### src/rtl/mpadd_seq_if.sv
// Limb streams of the multi-precision add sequencer: operand pairs in, sum limbs out.
// The master side drives operands and consumes sums; the slave side is the sequencer.
interface mpadd_seq_if;
  logic        in_valid;
  logic        in_ready;
  logic [31:0] a_word;
  logic [31:0] b_word;
  logic        out_valid;
  logic        out_ready;
  logic [31:0] s_word;
  logic        s_last;

  modport master (
    output in_valid, a_word, b_word, out_ready,
    input  in_ready, out_valid, s_word, s_last
  );

  modport slave (
    input  in_valid, a_word, b_word, out_ready,
    output in_ready, out_valid, s_word, s_last
  );
endinterface

### src/rtl/mpadd_seq.sv
// Multi-precision add/subtract sequencer: WORDS 32-bit limbs, LS limb first, carry chained in a register.
// Optional signed-overflow output ovf is enabled by defining MPADD_SEQ_OVF_EN.
module mpadd_seq #(
  parameter int WORDS = 4
) (
  input  logic clk,
  input  logic rst,
  input  logic start,
  input  logic sub,
  output logic busy,
  output logic done,
  output logic cout,
`ifdef MPADD_SEQ_OVF_EN
  output logic ovf,
`endif
  mpadd_seq_if.slave bus
);

  localparam int CW = $clog2(WORDS);
  localparam logic [CW-1:0] LAST = CW'(WORDS - 1);

  typedef enum logic [1:0] {IDLE, RUN, DRAIN} state_t;

  state_t      state;
  state_t      state_next;
  logic        op_sub;
  logic        carry;
  logic [CW-1:0] cnt;
  logic [31:0] s_reg;
  logic        s_last_reg;
  logic        out_valid_reg;
  logic        in_ready_int;
  logic        in_fire;
  logic        out_fire;
  logic        start_ok;
  logic [31:0] b_eff;
  logic [32:0] sum;

  assign start_ok = start && (state == IDLE);
  assign in_fire  = bus.in_valid && in_ready_int;
  assign out_fire = out_valid_reg && bus.out_ready;

  // Subtraction is a + ~b + 1; the +1 comes from the carry seeded with op_sub at start.
  assign b_eff = op_sub ? ~bus.b_word : bus.b_word;
  assign sum   = {1'b0, bus.a_word} + {1'b0, b_eff} + 33'(carry);

  always_ff @(posedge clk) begin
    if (rst) state <= IDLE;
    else     state <= state_next;
  end

  always_comb begin
    state_next = state;
    case (state)
      IDLE:    if (start) state_next = RUN;
      RUN:     if (in_fire && (cnt == LAST)) state_next = DRAIN;
      DRAIN:   if (out_fire && s_last_reg) state_next = IDLE;
      default: state_next = IDLE;
    endcase
  end

  // The single output register may be refilled in the same cycle it is drained.
  always_comb begin
    busy         = (state != IDLE);
    in_ready_int = (state == RUN) && (!out_valid_reg || bus.out_ready);
  end

  assign bus.in_ready  = in_ready_int;
  assign bus.out_valid = out_valid_reg;
  assign bus.s_word    = s_reg;
  assign bus.s_last    = s_last_reg;

`ifdef MPADD_SEQ_OVF_EN
  logic ovf_top;

  // Overflow is carry-in XOR carry-out of bit 31; the last loaded limb is the top one.
  always_ff @(posedge clk) begin
    if (rst) begin
      ovf_top <= 1'b0;
      ovf     <= 1'b0;
    end else begin
      if (in_fire)
        ovf_top <= bus.a_word[31] ^ b_eff[31] ^ sum[31] ^ sum[32];
      if (out_fire && s_last_reg)
        ovf <= ovf_top;
    end
  end
`endif

  always_ff @(posedge clk) begin
    if (rst) begin
      op_sub        <= 1'b0;
      carry         <= 1'b0;
      cnt           <= '0;
      s_reg         <= '0;
      s_last_reg    <= 1'b0;
      out_valid_reg <= 1'b0;
      done          <= 1'b0;
      cout          <= 1'b0;
    end else begin
      done <= 1'b0;
      if (start_ok) begin
        op_sub <= sub;
        carry  <= sub;
        cnt    <= '0;
      end
      if (in_fire) begin
        s_reg         <= sum[31:0];
        carry         <= sum[32];
        out_valid_reg <= 1'b1;
        s_last_reg    <= (cnt == LAST);
        cnt           <= cnt + 1'b1;
      end else if (out_fire) begin
        out_valid_reg <= 1'b0;
      end
      if (out_fire && s_last_reg) begin
        done <= 1'b1;
        cout <= op_sub ? ~carry : carry;
      end
    end
  end

endmodule

### src/flat_wrapper.sv
// flat-port wrapper written by rule: the top's interface ports become plain ports
module mpadd_seq_flat 
#(
  parameter int WORDS = 4
)
  (clk, rst, start, sub, busy, done, cout, bus_in_valid, bus_a_word, bus_b_word, bus_out_ready, bus_in_ready, bus_out_valid, bus_s_word, bus_s_last);
  mpadd_seq_if bus_i ();
  input  logic clk;
  input  logic rst;
  input  logic start;
  input  logic sub;
  output logic busy;
  output logic done;
  output logic cout;
  input wire logic [$bits(bus_i.in_valid)-1:0] bus_in_valid;
  input wire logic [$bits(bus_i.a_word)-1:0] bus_a_word;
  input wire logic [$bits(bus_i.b_word)-1:0] bus_b_word;
  input wire logic [$bits(bus_i.out_ready)-1:0] bus_out_ready;
  output wire logic [$bits(bus_i.in_ready)-1:0] bus_in_ready;
  output wire logic [$bits(bus_i.out_valid)-1:0] bus_out_valid;
  output wire logic [$bits(bus_i.s_word)-1:0] bus_s_word;
  output wire logic [$bits(bus_i.s_last)-1:0] bus_s_last;
  assign bus_i.in_valid = bus_in_valid;
  assign bus_i.a_word = bus_a_word;
  assign bus_i.b_word = bus_b_word;
  assign bus_i.out_ready = bus_out_ready;
  assign bus_in_ready = bus_i.in_ready;
  assign bus_out_valid = bus_i.out_valid;
  assign bus_s_word = bus_i.s_word;
  assign bus_s_last = bus_i.s_last;
  mpadd_seq #(.WORDS(WORDS)) u_core (.clk(clk), .rst(rst), .start(start), .sub(sub), .busy(busy), .done(done), .cout(cout), .bus(bus_i));
endmodule
### config.mk
export PLATFORM = sky130hd
export DESIGN_NAME = mpadd_seq_flat
export DESIGN_NICKNAME = d
export VERILOG_FILES = /design/src/rtl/mpadd_seq_if.sv /design/src/rtl/mpadd_seq.sv /design/src/flat_wrapper.sv
export SDC_FILE = /design/constraint.sdc
export NUM_CORES = 1
export LEC_CHECK = 0
export CAP_MARGIN = 25
export CORE_UTILIZATION = 44
export CTS_CLUSTER_DIAMETER = 50
export DETAILED_ROUTE_END_ITERATION = 10
export PLACE_DENSITY_LB_ADDON = 0.12
export SYNTH_ARGS = -nofsm -noshare
export SYNTH_HDL_FRONTEND = slang
export SYNTH_SLANG_ARGS = --single-unit
### constraint.sdc
create_clock -name clk -period 3.7 [get_ports clk]
set_input_delay 1.11 -clock clk [delete_from_list [all_inputs] [get_ports clk]]
set_output_delay 1.11 -clock clk [all_outputs]
set_load 0.02 [all_outputs]
==> results of run 1 <==
==> routing by layer <==
layer	vias to the layer above	share of wire, %	routed length [um]
li1	1995	-	-
met4	0	0.93	103
met2	138	48	5380
met3	10	5.8	648
met5	-	0	0
met1	1895	45	4980
==> final cells by class <==
class | count | area (um2) | area share, %
clock inverter | 3 | 68.8 | 1.29
inverter | 11 | 41.3 | 0.774
sequential | 42 | 842 | 15.8
clock buffer | 5 | 68.8 | 1.29
tap | 102 | 128 | 2.39
timing repair buffer | 170 | 1540 | 28.9
multi-input combinational | 393 | 2650 | 49.6
==> through the flow <==
stage          power [mW]  hold slack (ns)  setup WS, ns  area [um2]
6_report             1.84            0.455        0.0609        5340
5_1_grt              1.95            0.483     -0.000437        5340
4_1_cts              1.82            0.456       -0.0115        5280
3_5_place_dp         1.36            0.443        -0.616        5120
3_3_place_gp         1.35            0.435        -0.483        5120
2_1_floorplan       0.999            0.452        0.0102        3580
==> repair_timing <==
item / in CTS / in global routing
buffers inserted: 0 / 3
pin swaps: 1 / 10
setup endpoints to repair: 9 / 8
resized for setup: 6 / 13
==> cell usage in the layout, fill, tap and decap left out, types with 20 or more instances in the layout <==
cell	instances
a21oi_1	51
clkdlybuf4s50_1	105
xor2_1	39
nor2_1	30
buf_4	63
nand3_1	20
o21ai_0	31
dfxtp_1	41
ha_1	32
nand2_1	61
==> logic make-up (layout without fill, tap and decap cells) <==
kind of cell	Yosys count	in the layout	share of synthesized area [%]
simple gates	160	160	21.2
compound gates	141	141	24.6
xor+xnor	54	54	13.2
flops	42	42	23.5
buf+inv	38	189	4.19
fa+ha+maj	34	34	12.3
mux	4	4	1.12
==> worst min-delay path, delay by kind of cell, from the launching register on <==
kind / cells / cell delay, ns
AO/OA/AOI/OAI: 1 / 0.05
flip-flops: 1 / 0.32
AND/OR/NAND/NOR: 1 / 0.05
==> power by group <==
group	internal, mW	total [mW]	switching (mW)
Combinational	0.434	0.877	0.444
Clock	0.271	0.461	0.190
Sequential	0.484	0.505	0.0209
Total	1.19	1.84	0.654
==> path summary, 6_finish.rpt <==
check | startpoint | endpoint | slack (ns) | depth (start not counted)
worst max-delay path | bus_b_word[1] | u_core.bus.s_word[30]$_SDFFE_PP0P_ | 0.06 | 11
worst min-delay path | u_core.bus.s_word[5]$_SDFFE_PP0P_ | u_core.bus.s_word[5]$_SDFFE_PP0P_ | 0.46 | 2
worst max register to register | u_core.op_sub$_SDFFE_PP0P_ | u_core.bus.s_word[30]$_SDFFE_PP0P_ | 0.64 | 11
worst min register to register | u_core.bus.s_word[5]$_SDFFE_PP0P_ | u_core.bus.s_word[5]$_SDFFE_PP0P_ | 0.46 | 2
==> metrics.md, run 1 <==
| Metric | Value |
|---|---|
| Delay of the slowest critical-path stage | `0.42 ns` |
| GP Congestion | `0.917` |
| Final setup TNS | `0 ns` |
| Clk buf depth | `2` |
| Slowest stage cell, crit path | `clkdlybuf4s50_1` |
| Area contributors post-synth | `dfxtp_1, ha_1, xor2_1` |
| Die Ht | `92.2 um` |
| Die Wd | `92.2 um` |
| Post-synthesis instance total | `473` |
| Sequential share of the synthesized area | `23.5%` |
| Synth area leader | `dfxtp_1` |
| I/O pin count | `108` |
| Worst Setup Start Kind | `input pin` |
| Mapped Nets | `577` |
| DR vias/cell | `5.56` |
| Slew Limit Fails | `0` |
| Worst-Skew Late Latency | `0.30 ns` |
| Max VDD drop | `0.000221 V` |
| Initial antenna violation count | `0` |
| Vias | `4,038` |
| CP required | `3.95 ns` |
| Sink Count | `42` |
| M1 GR Usage | `35.0%` |
| Grt peak-use layer | `met2` |
| Primary FF master, synth | `dfxtp_1` |
| Yosys reg bits | `42` |
| Most instantiated cells after synthesis | `nand2_1, a21oi_1, dfxtp_1, xor2_1, o21ai_0` |
| Max Cap Viol | `0` |
| CTS Buf Count | `5` |
| Crit path time final | `3.64 ns` |
| Final core occ | `68.4%` |
| TritonCTS clock tree | `yes` |
| Most instantiated library cell after synthesis | `nand2_1` |
| Starting density of the core | `45.9%` |
| Drt pass-1 iters | `5` |
| Nets@finish | `727` |
| Leakage power total | `2.23 nW` |
| Antenna-violating nets left | `0` |
| Synth Warn # | `0` |
| Max reg flops | `32` |
| Site Rows | `32` |
| Clock root buffer | `clkbuf_8` |
| Vias in the first global route | `3,857` |
| Crit path kind | `in2reg` |
| Die area | `0.00851 mm2` |
| Met3 Use GR | `3.57%` |
| Share of flip-flops with an asynchronous set or reset | `0%` |
| EDFF count, synth | `0` |
| CTS clk-pin slew, worst paths | `0.10 ns` |
| Syn_area_per_cell | `7.58 um2` |
| Final period util | `98.4%` |
| Worst Path Arrival | `3.88 ns` |
| Hold Path Class | `reg2reg` |
| Total Routing Usage GR | `26.5%` |
| Final Instance Count excl. Fillers | `726` |
| Fmax achieved | `275 MHz` |
| Cell Area, Synth | `0.00358 mm2` |
| Crit-path leading delay family | `simple AND/OR/NAND/NOR gates` |
| First DRT Iteration DRCs | `178` |
| Placed insts | `715` |
| # DRC | `0` |
| Final Setup Violations | `0` |
| First-pass GRT wire length | `18,000 um` |
| Routed Wire Length | `11,100 um` |
| # fillers | `675` |
| Core area | `0.00781 mm2` |
| H-tree Lvls | `2` |
| Layout area overhead | `49.0%` |
| Share of cells above drive strength 1 | `14.3%` |
| Post-CTS Hold Buffers | `0` |
| Crit path max fanout | `4` |
| Port Buf Inserts | `107` |
| Critical Path End Type | `register` |
| P per Cell Area | `345 mW/mm2` |
| WP buf/inv | `2` |
| Final Hold Viols | `0` |
| Slew headroom | `60.1%` |
| Top cell type's share of synthesized area | `23.5%` |
| Met2 Resource Use GR | `45.2%` |
| Ant. Diodes | `0` |
| DR WL/cell | `15.3 um` |
| DP HPWL | `8770 um` |
| Remaining global-route overflow | `0` |
| Status | `finished, final reports clean` |
| Setup Skew | `0.0101 ns` |
| Least-Margin Pin Slew | `0.597 ns` |
| Largest net degree at the start of global routing | `27` |
| Critical path, cell by cell | `clkdlybuf4s50_1, xor2_1, fa_2, a21o_1, a311o_1, a211oi_2, buf_4, a2111oi_4, or3_4, or3_1, nand3_1` |
| Netlist cell types | `54` |
(Power assumes the default switching activity.)
==> run 2: changes to the inputs <==
--- a/config.mk
+++ b/config.mk
@@ -10,6 +10,7 @@
 export CTS_CLUSTER_DIAMETER = 50
 export DETAILED_ROUTE_END_ITERATION = 10
 export PLACE_DENSITY_LB_ADDON = 0.12
+export SKIP_CTS_REPAIR_TIMING = 1
 export SYNTH_ARGS = -nofsm -noshare
 export SYNTH_HDL_FRONTEND = slang
 export SYNTH_SLANG_ARGS = --single-unit
==> run 2 against run 1 <==
Against the previous run:
- clock skew about the same
- die area unchanged
- global-route usage about the same
- clock-buffer cell count unchanged
- register-to-register slack better by 0.03 ns
- cell count down 0.14%
- sequential share of layout area about the same
- utilization about the same
- clock power about the same
- worst hold slack about the same
- via count down 0.59%
- sequential cell count unchanged
==> metrics.md, run 2 (synthesis results as in run 1) <==
| Metric | Value |
|---|---|
| H-tree Lvls | `2` |
| Initial antenna violation count | `0` |
| Remaining global-route overflow | `0` |
| Least-Margin Pin Slew | `0.600 ns` |
| I/O pin count | `108` |
| Slew Limit Fails | `0` |
| Worst Setup Start Kind | `input pin` |
| DR vias/cell | `5.54` |
| Worst Reg-to-Reg Cells | `11` |
| # DRC | `0` |
| Hold slack | `0.455 ns` |
| First DRT Iteration DRCs | `175` |
| Commonest cells after routing, fill and taps aside | `clkdlybuf4s50_1, buf_4, nand2_1, a21oi_1, dfxtp_1` |
| First-pass GRT wire length | `18,000 um` |
| Status | `finished, final reports clean` |
| Worst min-delay path startpoint | `u_core.bus.s_word[5]$_SDFFE_PP0P_` |
| FF-to-FF setup slack | `0.67 ns` |
| Max VDD drop | `0.000220 V` |
| # fillers | `677` |
| Crit path max fanout | `4` |
| Fin area | `0.00533 mm2` |
| Hold Path Class | `reg2reg` |
| Final Instance Count excl. Fillers | `725` |
| Clock root buffer | `clkbuf_8` |
| Port Buf Inserts | `107` |
| Fmax achieved | `276 MHz` |
| Die Ht | `92.2 um` |
| CTS clk-pin slew, worst paths | `0.10 ns` |
| Vias in the first global route | `3,846` |
| Share of cells above drive strength 1 | `13.8%` |
| DP HPWL | `8770 um` |
| Crit path time final | `3.62 ns` |
| Final period util | `97.8%` |
| Ant. Diodes | `0` |
| Sink Count | `42` |
| Layout area overhead | `48.8%` |
| Leading cell type in the layout, fill and taps excluded | `clkdlybuf4s50_1` |
| Crit path kind | `in2reg` |
| Max reg flops | `32` |
| Nets@finish | `726` |
| Worst-Skew Late Latency | `0.30 ns` |
| CP required | `3.95 ns` |
| Setup Skew | `0.0102 ns` |
| TritonCTS clock tree | `yes` |
| Vias | `4,014` |
| Starting density of the core | `45.9%` |
| Worst R2R Start | `u_core.op_sub$_SDFFE_PP0P_` |
| Area post-placement | `0.00512 mm2` |
| Total Routing Usage GR | `26.5%` |
| Largest net degree at the start of global routing | `27` |
| Worst R2R End | `u_core.bus.s_word[30]$_SDFFE_PP0P_` |
| Drt pass-1 iters | `4` |
| Hold Path Stages | `2` |
| Clk buf depth | `2` |
| Max Cap Viol | `0` |
| WHS Endpoint | `u_core.bus.s_word[5]$_SDFFE_PP0P_` |
| Unrepaired setup endpoints after global routing | `false` |
| Final Setup Violations | `0` |
| Leakage power total | `2.24 nW` |
| Critical Path End Type | `register` |
| Antenna-violating nets left | `0` |
| DR WL/cell | `15.4 um` |
| CTS Buf Count | `5` |
| Site Rows | `32` |
| Slew headroom | `59.9%` |
| Final Hold Viols | `0` |
| Die area | `0.00851 mm2` |
| Worst Path Arrival | `3.87 ns` |
| Core area | `0.00781 mm2` |
| Placed insts | `715` |
| GP Congestion | `0.917` |
| P per Cell Area | `344 mW/mm2` |
| Routed Wire Length | `11,200 um` |
| Die Wd | `92.2 um` |
## run 2: stage by stage
| stage | setup slack (ns) | utilization [%] | setup TNS, ns | total power [mW] |
|---|---|---|---|---|
| floorplan | 0.0102 | - | 0 | 0.999 |
| global placement | -0.483 | 65.6 | -3.91 | 1.35 |
| detailed placement | -0.616 | 65.6 | -5.55 | 1.36 |
| CTS | -0.286 | 67.4 | -1.72 | 1.82 |
| global route | 0.00168 | 68.3 | 0 | 1.95 |
| finish | 0.0808 | 68.3 | 0 | 1.84 |
## run 2: worst max-delay path, stage by stage
cell            delay [ns]
dlymetal6s2s_1        0.16
xnor2_2               0.18
fa_2                  0.24
inv_2                 0.04
fa_2                  0.39
a21o_1                0.20
a311o_1               0.29
a211oi_2              0.22
buf_4                 0.18
a2111oi_4             0.08
or3_4                 0.39
or3_1                 0.32
nand3_1               0.08
## run 2: final cells by class
class	instances	area, um2	area share [%]
clock inverter	3	68.8	1.29
multi-input combinational	393	2640	49.6
sequential	42	842	15.8
clock buffer	5	68.8	1.29
tap	102	128	2.39
timing repair buffer	169	1540	28.9
inverter	11	41.3	0.774
## run 2: worst max-delay path by stage
stage | slack, ns | endpoint | startpoint | cells after the start
after floorplan | 0.01 | u_core.bus.s_word[30]$_SDFFE_PP0P_ | bus_b_word[0] | 11
after global placement | -0.48 | u_core.bus.s_word[30]$_SDFFE_PP0P_ | bus_b_word[0] | 13
after detailed placement | -0.62 | u_core.bus.s_word[30]$_SDFFE_PP0P_ | bus_b_word[0] | 13
after CTS | -0.29 | u_core.bus.s_word[30]$_SDFFE_PP0P_ | bus_b_word[0] | 13
after global routing | 0.002 | u_core.bus.s_word[30]$_SDFFE_PP0P_ | bus_b_word[0] | 13
final | 0.08 | u_core.bus.s_word[30]$_SDFFE_PP0P_ | bus_b_word[0] | 13
## run 2: report_power, final
part,internal [mW],total [mW],switching (mW)
clock,0.271,0.458,0.187
sequential,0.484,0.505,0.0206
combinational,0.431,0.874,0.443
## run 2: layer usage
layer | vias to the layer above | GRT usage (%) | wire length [um]
li1 | 1994 | - | -
met1 | 1875 | 35.0 | 5060
met2 | 131 | 45.2 | 5350
met3 | 14 | 3.48 | 615
met4 | 0 | 6.64 | 142
met5 | - | 0 | 0
==> run 3: changes to the inputs <==
==> constraint.sdc (replaced) <==
create_clock -name clk -period 3.7 [get_ports clk]
set_input_delay 0.74 -clock clk [delete_from_list [all_inputs] [get_ports clk]]
set_output_delay 0.74 -clock clk [all_outputs]
set_load 0.02 [all_outputs]
==> run 3 against run 2 <==
Against the previous run:
- total power decreased by 5.9%
- cell count decreased by 6.3%
- die area unchanged
- register-to-register slack got worse by 0.02 ns
- utilization decreased by 4.8 points
- combinational power decreased by 11%
- maximum frequency increased by 6.2%
- non-clock buffer count decreased by 46
- clock skew decreased by 0.0038 ns
==> metrics.md, run 3 (synthesis results as in run 1) <==
| Metric | Value |
|---|---|
| Slew headroom | `49.0%` |
| Final setup TNS | `0 ns` |
| Leading cell type in the layout, fill and taps excluded | `clkdlybuf4s50_1` |
| DP HPWL | `7990 um` |
| Hold Path Class | `reg2reg` |
| Largest net degree at the start of global routing | `27` |
| Initial antenna violation count | `0` |
| Critical Path Start | `bus_a_word[0]` |
| CP required | `3.89 ns` |
| Site Rows | `32` |
| DR vias/cell | `5.61` |
| Leakage power total | `2.01 nW` |
| Commonest cells after routing, fill and taps aside | `clkdlybuf4s50_1, nand2_1, a21oi_1, dfxtp_1, xor2_1` |
| Final core occ | `63.5%` |
| P per Cell Area | `349 mW/mm2` |
| Final period util | `92.1%` |
| Core area | `0.00781 mm2` |
| Pre-CTS setup slack | `-0.239 ns` |
| Crit path max fanout | `3` |
| I/O pin count | `108` |
| Share of cells above drive strength 1 | `6.07%` |
| Die area | `0.00851 mm2` |
| Max Cap Viol | `0` |
| Setup Skew | `0.00645 ns` |
| DR WL/cell | `14.9 um` |
| First-pass GRT wire length | `16,800 um` |
| Unrepaired setup endpoints after global routing | `false` |
| Final Setup Violations | `0` |
| Vias in the first global route | `3,580` |
| Antenna-violating nets left | `0` |
| GP Congestion | `0.930` |
| Worst Setup Start Kind | `input pin` |
| Worst setup margin | `0.291 ns` |
| Slowest stage cell, crit path | `clkdlybuf4s50_1` |
| Fin area | `0.00496 mm2` |
| Worst Path Arrival | `3.60 ns` |
| Delay of the slowest critical-path stage | `0.40 ns` |
| TritonCTS clock tree | `yes` |
| Max reg flops | `32` |
| Drt pass-1 iters | `5` |
| Nets@finish | `680` |
| Worst-Skew Late Latency | `0.30 ns` |
| Final Hold Viols | `0` |
| Least-Margin Pin Slew | `0.762 ns` |
| Critical Path End Type | `register` |
| Port Buf Inserts | `107` |
| First DRT Iteration DRCs | `180` |
| Slew Limit Fails | `0` |
| Clock root buffer | `clkbuf_8` |
| Max VDD drop | `0.000171 V` |
| WP buf/inv | `4` |
| H-tree Lvls | `2` |
| Worst min-delay path startpoint | `u_core.bus.s_word[3]$_SDFFE_PP0P_` |
| Layout area overhead | `38.4%` |
| Starting density of the core | `45.9%` |
| Worst R2R Start | `u_core.op_sub$_SDFFE_PP0P_` |
| Remaining global-route overflow | `0` |
| CTS clk-pin slew, worst paths | `0.09 ns` |
| Die Ht | `92.2 um` |
| Total Routing Usage GR | `24.4%` |
| Sink Count | `42` |
| Fmax achieved | `293 MHz` |
| Clk buf depth | `2` |
| # fillers | `744` |
| Vias | `3,812` |
| Status | `finished, final reports clean` |
| Area post-placement | `0.00478 mm2` |
| CTS Buf Count | `5` |
| Routed Wire Length | `10,100 um` |
| Crit-path leading delay family | `compound AO/OA/AOI/OAI gates` |
| Critical path, cell by cell | `clkdlybuf4s50_1, inv_1, fa_2, inv_1, fa_2, a21o_1, a311o_1, a211oi_2, buf_4, a21oi_1, o21ai_1, nor4_1, or3_1` |
| Ant. Diodes | `0` |
| # DRC | `0` |
| Crit path kind | `in2reg` |
| Crit path time final | `3.41 ns` |
| Die Wd | `92.2 um` |
[run 3: cell types whose count changed in the layout (fill, tap and decap cells not counted), sizes merged]
cell           delta
clkdlybuf4s50     +1
dlymetal6s2s      -1
buf              -46
[run 3: power by group]
group | switching, mW | internal (mW)
Combinational | 0.415 | 0.359
Clock | 0.179 | 0.271
Sequential | 0.0208 | 0.484
Total | 0.615 | 1.11
[run 3: final cells by class]
class | count | area (um2) | share of cell area [%]
multi-input cells | 393 | 2620 | 52.8
well taps | 102 | 128 | 2.57
clock buffers | 5 | 68.8 | 1.39
repair buffers | 123 | 1190 | 24.1
flip-flops and latches | 42 | 842 | 17.0
inverters | 11 | 41.3 | 0.832
clock inverters | 3 | 68.8 | 1.39
[run 3: layer usage]
metal  vias to the layer above  track usage, %  share of wire [%]
met3                        18            3.48                6.0
met4                         0            6.90                2.0
met1                      1742            33.0                 47
met5                         -               0                  0
met2                       154            40.0                 45
li1                       1898               -                  -
[run 3: worst min-delay path, stage by stage, from the launching register on]
cell and delay [ns]:
dfxtp_1 0.32, nand2_1 0.05, a21oi_1 0.05
[run 3: stage by stage]
stage | hold WS [ns] | instances | total power [mW]
floorplan | 0.452 | 473 | 0.999
global placement | 0.438 | 669 | 1.26
detailed placement | 0.444 | 669 | 1.27
CTS | 0.455 | 677 | 1.72
global route | 0.472 | 679 | 1.83
finish | 0.452 | 679 | 1.73
[run 3: worst paths after layout]
check	endpoint	slack, ns	depth (start not counted)
max	u_core.bus.s_word[18]$_SDFFE_PP0P_	0.29	13
min	u_core.bus.s_word[3]$_SDFFE_PP0P_	0.45	2
max reg2reg	u_core.bus.s_word[23]$_SDFFE_PP0P_	0.65	10
min reg2reg	u_core.bus.s_word[3]$_SDFFE_PP0P_	0.45	2
